**config.mk**
```make
export PLATFORM = sky130hd
export DESIGN_NAME = reg_file_wr_arbiter
export DESIGN_NICKNAME = d
export VERILOG_FILES = /design/src/rtl/reg_file_wr_arbiter.sv
export SDC_FILE = /design/constraint.sdc
export NUM_CORES = 1
export LEC_CHECK = 0
export CAP_MARGIN = 10
export CORE_AREA = 2 2 49 55
export DETAILED_ROUTE_END_ITERATION = 12
export DIE_AREA = 0 0 51 57
export PLACE_DENSITY = 0.76
export SYNTH_ARGS = -nofsm -noshare
export SYNTH_HDL_FRONTEND = slang
export SYNTH_SLANG_ARGS = --single-unit
```
**constraint.sdc**
```tcl
create_clock -name CLK -period 2.2 [get_ports CLK]
set_clock_uncertainty 0.15 [all_clocks]
set_input_delay 0.22 -clock CLK [delete_from_list [all_inputs] [get_ports CLK]]
set_output_delay 0.22 -clock CLK [all_outputs]
set_load 0.02 [all_outputs]
```
**src/rtl/reg_file_wr_arbiter.sv**
```systemverilog
// reg_file_wr_arbiter: owns the single write port of the register file and shares it between
// three sources, highest priority first:
//   1. the hardware clear sequencer, which writes zero to every register in turn;
//   2. the CPU writeback path, which has zero latency and can be stalled;
//   3. the debug write port, which uses a req/ack handshake and has a starvation guard.
//
// Ports:
//   CLK, RST_N                   clock (rising edge), asynchronous active-low reset
//   CLR_REQ / CLR_BUSY / CLR_DONE   start clear / clear in progress / one-cycle done pulse
//   CPU_WR, CPU_ADR, CPU_DIN     CPU write request; CPU_STALL means it was not accepted
//   DBG_WR_REQ, DBG_ADR, DBG_DIN debug write request; DBG_WR_ACK means it was issued
//   RF_WR, RF_ADRX, RF_DIN       register file write port
//
// Optional feature (macro RF_R0_ZERO_EN): CPU and debug writes to address 0 are accepted but
// suppressed, so R0 always reads 0. Clear-sequencer writes to address 0 are unaffected.
module reg_file_wr_arbiter #(
  parameter int unsigned DATA_W     = 8,
  parameter int unsigned ADDR_W     = 5,
  parameter int unsigned NUM_REGS   = 32,
  parameter int unsigned STARVE_LIM = 4
) (
  input  logic              CLK,
  input  logic              RST_N,
  input  logic              CLR_REQ,
  output logic              CLR_BUSY,
  output logic              CLR_DONE,
  input  logic              CPU_WR,
  input  logic [ADDR_W-1:0] CPU_ADR,
  input  logic [DATA_W-1:0] CPU_DIN,
  output logic              CPU_STALL,
  input  logic              DBG_WR_REQ,
  input  logic [ADDR_W-1:0] DBG_ADR,
  input  logic [DATA_W-1:0] DBG_DIN,
  output logic              DBG_WR_ACK,
  output logic              RF_WR,
  output logic [ADDR_W-1:0] RF_ADRX,
  output logic [DATA_W-1:0] RF_DIN
);

  localparam int unsigned CntW = $clog2(STARVE_LIM + 1);

  typedef enum logic [0:0] {StIdle, StClear} state_e;

  state_e            state_q, state_d;
  logic [ADDR_W-1:0] clr_adr_q, clr_adr_d;
  logic [CntW-1:0]   wait_cnt_q, wait_cnt_d;
  logic              clr_done_q, clr_done_d;

  logic              dbg_force;
  logic              dbg_win;
  logic              cpu_win;
  logic [ADDR_W-1:0] sel_adr;
  logic [DATA_W-1:0] sel_din;
  logic              r0_block;

  // Debug has waited long enough that it now preempts the CPU.
  assign dbg_force = (wait_cnt_q >= CntW'(STARVE_LIM));

  // Winner among CPU and debug. This only takes effect while the block is in IDLE.
  assign dbg_win = DBG_WR_REQ && (dbg_force || !CPU_WR);
  assign cpu_win = CPU_WR && !dbg_win;
  assign sel_adr = dbg_win ? DBG_ADR : CPU_ADR;
  assign sel_din = dbg_win ? DBG_DIN : CPU_DIN;

`ifdef RF_R0_ZERO_EN
  assign r0_block = (sel_adr == '0);
`else
  assign r0_block = 1'b0;
`endif

  // State register.
  always_ff @(posedge CLK or negedge RST_N) begin
    if (!RST_N) begin
      state_q    <= StIdle;
      clr_adr_q  <= '0;
      wait_cnt_q <= '0;
      clr_done_q <= 1'b0;
    end else begin
      state_q    <= state_d;
      clr_adr_q  <= clr_adr_d;
      wait_cnt_q <= wait_cnt_d;
      clr_done_q <= clr_done_d;
    end
  end

  // Next-state logic.
  always_comb begin
    state_d    = state_q;
    clr_adr_d  = clr_adr_q;
    clr_done_d = 1'b0;
    unique case (state_q)
      StIdle: begin
        if (CLR_REQ) begin
          state_d   = StClear;
          clr_adr_d = '0;
        end
      end
      StClear: begin
        if (clr_adr_q == ADDR_W'(NUM_REGS - 1)) begin
          state_d    = StIdle;
          clr_adr_d  = '0;
          clr_done_d = 1'b1;
        end else begin
          clr_adr_d = clr_adr_q + 1'b1;
        end
      end
      default: state_d = StIdle;
    endcase

    // The counter keeps running during CLEAR, so a debug request that is left pending through
    // a long clear wins the first IDLE cycle afterwards.
    if (DBG_WR_ACK || !DBG_WR_REQ) begin
      wait_cnt_d = '0;
    end else if (!dbg_force) begin
      wait_cnt_d = wait_cnt_q + 1'b1;
    end else begin
      wait_cnt_d = wait_cnt_q;
    end
  end

  // Output logic.
  always_comb begin
    RF_WR      = 1'b0;
    RF_ADRX    = '0;
    RF_DIN     = '0;
    CPU_STALL  = 1'b0;
    DBG_WR_ACK = 1'b0;
    CLR_BUSY   = 1'b0;
    unique case (state_q)
      StClear: begin
        CLR_BUSY  = 1'b1;
        RF_WR     = 1'b1;
        RF_ADRX   = clr_adr_q;
        CPU_STALL = CPU_WR;
      end
      StIdle: begin
        DBG_WR_ACK = dbg_win;
        CPU_STALL  = CPU_WR && dbg_win;
        // The requester is still acknowledged when the write itself is suppressed.
        if ((dbg_win || cpu_win) && !r0_block) begin
          RF_WR   = 1'b1;
          RF_ADRX = sel_adr;
          RF_DIN  = sel_din;
        end
      end
      default: ;
    endcase
  end

  assign CLR_DONE = clr_done_q;

endmodule

```
## Word level (Yosys, flattened, before mapping)

Cells that the tools add are included.

- Bits of input ports: 31
- Output and inout port bits: 18
- Register bits after elaboration: 10
- Word-level logic and storage cells: 41

- Reduce and logical (&&, ||, !) cells: 9
- $lt $le $gt $ge: 1
- Muxes and demuxes: 21
- Bitwise logic cells: 1
- $add $sub $neg: 2
- Equal/unequal tests: 3

Operators by type and width:

| cell | count |
|---|---|
| $mux 8 | 3 |
| $mux 5 | 4 |
| $pmux 5 s2 | 2 |
| $mux 1 | 7 |
| $mux 3 | 2 |
| $pmux 1 s2 | 3 |
| $add 5x1->5 const B | 1 |
| $eq 5x5->1 const B | 1 |
| $add 3x1->3 const B | 1 |
| $ge 3x3->1 const B | 1 |
| $logic_and 1x1->1 | 3 |
| $logic_not 1->1 | 3 |
| $logic_or 1x1->1 | 3 |
| $ne 2x1->1 const B | 1 |
| $ne 2x2->1 const B | 1 |
| $not 1->1 | 1 |

## Longest topological paths before layout

- Depth after elaboration: 8
- Gate-level depth with buffers: 6
- Mapped depth without buffers: 6

## Worst setup path before layout

Ideal clock, no wire load.

- Path kind: flip-flop to output port
- Start: register state_q
- End: output DBG_WR_ACK
- Cell stages (with the launch flop): 4
- Data arrival time: 1.331 ns
- Data required time: 1.830 ns
- Path buffers: 2
- Path slack: 0.499 ns
- Cells stage by stage: dfrtp_1 > buf_2 > buf_2 > nor3_1

- Cells in the longest elaborated chain, start to end: 1

Ends and longest elaborated chain:

| what | line | RTL |
|---|---|---|
| start: declaration | 44 | `state_e state_q, state_d;` |
| start signal: assignment | 74 | `state_q <= StIdle;` |
| start signal: assignment | 79 | `state_q <= state_d;` |
| $mux 1 | 129 | `unique case (state_q)` |
| end: declaration | 34 | `output logic DBG_WR_ACK,` |

Every way passes these cells.

## Worst setup path after layout

- Start: register wait_cnt_q[2]
- End: output RF_ADRX[2]

- Cells in the longest elaborated chain, start to end: 8
- Elaborated cells between the ends (all ways): 9
- Those cells by class: order compare: 1; mux: 3; reduce/logical: 5

Ends and longest elaborated chain:

| what | line | RTL |
|---|---|---|
| start: declaration | 46 | `logic [CntW-1:0] wait_cnt_q, wait_cnt_d;` |
| start signal: assignment | 81 | `wait_cnt_q <= wait_cnt_d;` |
| $ge 3x3->1 (*) | 57 | `assign dbg_force = (wait_cnt_q >= CntW'(STARVE_LIM));` |
| $logic_or 1x1->1 (*) | 60 | `assign dbg_win = DBG_WR_REQ && (dbg_force \|\| !CPU_WR);` |
| $logic_and 1x1->1 (*) | 60 |  |
| $logic_not 1->1 | 61 | `assign cpu_win = CPU_WR && !dbg_win;` |
| $logic_and 1x1->1 | 61 |  |
| $logic_or 1x1->1 | 140 | `if ((dbg_win \|\| cpu_win) && !r0_block) begin` |
| $mux 5 (*) | 140 |  |
| $pmux 5 s2 (*) | 129 |  |
| end: declaration | 36 | `output logic [ADDR_W-1:0] RF_ADRX,` |

Mark *: on every way between the ends. The rest lies on a longest branch, timed or not.

==> impl_results.md <==
* Result of the run: completed
* Initial cell density of the core at 0.345
* Final setup violation count at 0
* Number of design-rule violations left by the first detailed-router iteration at 12
* Post-detailed-route count of antenna-violating nets at 0
* Final hold slack at 0.129 ns
* Area growth from synthesis to layout at 68.3%
* Largest driver fanout on the critical path at 8
* Root cell of the clock tree: sky130_fd_sc_hd__clkbuf_4
* Critical Path RT at 1.83 ns
* Later-pin clock latency in the skew report at 0.26 ns
* Clock tree from TritonCTS: built
* Post-Route WL at 2.76 mm
* Cell count after synthesis at 101
* Vias in the first global route at 1016
* Startpoint of the worst register-to-register path: clr_adr_q[0]
* DR vias/cell at 5.21
* Number of storage elements in the synthesis netlist at 10
* Critical path endpoint category: output port
* Number of buffers created by CTS at 3
* Post-Synthesis Net Count at 137
* Final weighted congestion of routability-driven global placement at 0.834
* Actual slew at the worst max-slew pin at 0.463 ns
* Global-route wire length before repair at 4.62 mm
* Via total after detailed routing at 964
* Worst setup SP type: flop
* Setup repair after global routing missed its margin: no
* EDFF count, synth at 0
* # placed instances at 180
* Cell Rows at 19
* Path depth of the worst reg2reg path at 6
* Final count of hold timing violations at 0
* Post-Syn Area at 828 um^2
* IR drop worst, VDD at 603 uV
* Share of flip-flops with an asynchronous set or reset at 1.00
* Post-CTS clock slew at the launch and capture registers of the worst setup and hold paths at 0.06 ns
* Share of the synthesized area in the top cell type at 0.302
* Antenna violations before repair at 0
* Drt first pass iters at 4
* RR Endpoint: clr_adr_q[2]
* Core area at 0.00240 mm^2
* Share of cells above drive strength 1 at 0.104
* Overflow after GRT at 0
* Number of setup buffers added after CTS at 0
* Number of standard cells in the layout, taps in and fillers out at 185
* Worst-case register-to-register setup slack at 0.33 ns
* Cell accounting for the most synthesized area: sky130_fd_sc_hd__dfrtp_1
* Fmax at 0.480 GHz
* Top cell types by occurrence after synthesis: sky130_fd_sc_hd__a21oi_1 (10), sky130_fd_sc_hd__dfrtp_1 (10), sky130_fd_sc_hd__nand3_1 (10), sky130_fd_sc_hd__o21ai_1 (8)
* Total power per unit cell area at 791 mW/mm^2
* Antenna fix cells at 0
* Count of hold-fix buffers inserted at cts at 0
* Arrival time of the worst setup path at 1.71 ns
* Leak pwr at 0.651 nW
* Layout Utilization at 0.581
* Number of sinks handled by clock tree synthesis at 10
* Number of levels in the clock H-tree at 1
* Average wire per standard cell at 14.9 um
* Leading post-synthesis cells by cell area: sky130_fd_sc_hd__dfrtp_1 (30%), sky130_fd_sc_hd__ha_1 (7.6%), sky130_fd_sc_hd__a221o_1 (7.3%), sky130_fd_sc_hd__a21oi_1 (6.0%), sky130_fd_sc_hd__nand3_1 (6.0%)
* Final TNS setup at 0 ns
* Number of maximum-capacitance violations at 0
* Die outline area at 0.00291 mm^2
* Height of the die at 57 um
* CP Class: reg2out
* Final worst-path setup slack at 0.118 ns
* Drc violations at 0
* Portion of the post-synthesis area used by sequential elements at 0.302
* Overall die width at 51 um
* Worst slew margin at 0.690
* Flip-flop cell with the highest count after synthesis: sky130_fd_sc_hd__dfrtp_1
* Final worst path period share at 0.946
* Worst min path class: in2async
* Number of nets in the finished design at 191
* Total count of max-transition violations in the final report at 0
* Pre-CTS setup slack at -0.279 ns
* Half-perimeter wire length of the detailed placement result at 2.13 mm
* Final critical delay including setup and external delays at 2.08 ns
* Yosys synthesis warning count at 0
* Per-instance average area after synthesis at 8.20 um^2
* Number of top-level pins at 49
* Maximum number of pins on one net before global-route repair at 22
* Aggregate global-route resource usage at 0.205
* IO Port Bufs at 48
* Maximum root-to-sink buffer count at 2
* Unique masters post-synth at 32
[worst max-delay path: stages, from the launching register on]
cell and delay, ns:
sky130_fd_sc_hd__dfrtp_1 0.45, sky130_fd_sc_hd__and2b_4 0.34, sky130_fd_sc_hd__nor3_1 0.08, sky130_fd_sc_hd__a221o_1 0.26, sky130_fd_sc_hd__dlygate4sd2_1 0.32
[registers in the layout (all words and copies together) (netlist names)]
register    flops
clr_adr_q       5
CLR_DONE        1
wait_cnt_q      3
state_q         1
[how the worst max path moves through the flow]
| stage | cells after the start | from | end |
|---|---|---|---|
| after global routing | 5 | wait_cnt_q[2] | RF_DIN[4] |
| after floorplan | 3 | state_q | DBG_WR_ACK |
| after global placement | 5 | CPU_WR | RF_ADRX[4] |
| after detailed placement | 5 | CPU_WR | RF_ADRX[2] |
| after CTS | 3 | wait_cnt_q[2] | DBG_WR_ACK |
| final | 4 | wait_cnt_q[2] | RF_ADRX[2] |
[area by class of cell]
type,instances,area (um^2)
Fill cell,233,1010
Timing Repair Buffer,56,526
Multi-Input combinational cell,78,520
Sequential cell,10,250
Tap cell,31,38.8
Clock buffer,4,36.3
Inverter,6,22.5
[power breakdown]
| part | internal (mW) | switching [mW] |
|---|---|---|
| logic | 0.306 | 0.301 |
| clock network | 0.100 | 0.0584 |
| registers | 0.253 | 0.0825 |
| total | 0.660 | 0.442 |
[metal layers]
metal / vias up / part of all wire / GRT usage
met1: 446 / 0.39 / 0.243
met2: 37 / 0.53 / 0.378
met5: - / 0 / 0
met4: 0 / 0.0098 / 0.0695
li1: 477 / - / -
met3: 4 / 0.065 / 0.0236
[logic make-up after synthesis]
| kind of cell | synth area share |
|---|---|
| compound gates | 0.287 |
| flops | 0.302 |
| mux | 0.0257 |
| buf+inv | 0.0891 |
| fa+ha+maj | 0.0755 |
| simple gates | 0.221 |
[per-stage QoR]
stage                     area, um^2  power (mW)
after floorplan                  828       0.709
after global placement          1360       0.950
after detailed placement        1360       0.983
after CTS                       1390        1.11
after global routing            1390        1.19
final                           1390        1.10
[what timing repair did]
item | CTS | global route
endpoints found under the setup margin | 15 | 2
gates cloned | 1 | 0
resized for setup | 18 | 2
endpoints found under the hold margin | 0 | 0
pin swaps | 0 | 0
[layout by cell type, fill, tap and decap left out, types with 2 or more instances in the layout]
| master | n |
|---|---|
| sky130_fd_sc_hd__nor3_1 | 7 |
| sky130_fd_sc_hd__clkdlybuf4s50_1 | 30 |
| sky130_fd_sc_hd__buf_4 | 8 |
| sky130_fd_sc_hd__ha_1 | 5 |
| sky130_fd_sc_hd__o21ai_1 | 8 |
| sky130_fd_sc_hd__clkbuf_4 | 3 |
| sky130_fd_sc_hd__nor2_1 | 3 |
| sky130_fd_sc_hd__nand2_1 | 7 |
| sky130_fd_sc_hd__nand3_1 | 10 |
| sky130_fd_sc_hd__dfrtp_1 | 10 |
| sky130_fd_sc_hd__o21ai_0 | 2 |
| sky130_fd_sc_hd__a21oi_1 | 10 |
| sky130_fd_sc_hd__dlygate4sd2_1 | 16 |
| sky130_fd_sc_hd__a221o_1 | 6 |
| sky130_fd_sc_hd__nand2b_1 | 3 |
| sky130_fd_sc_hd__dlymetal6s2s_1 | 2 |
| sky130_fd_sc_hd__inv_1 | 6 |
(Power assumes the default switching activity.)
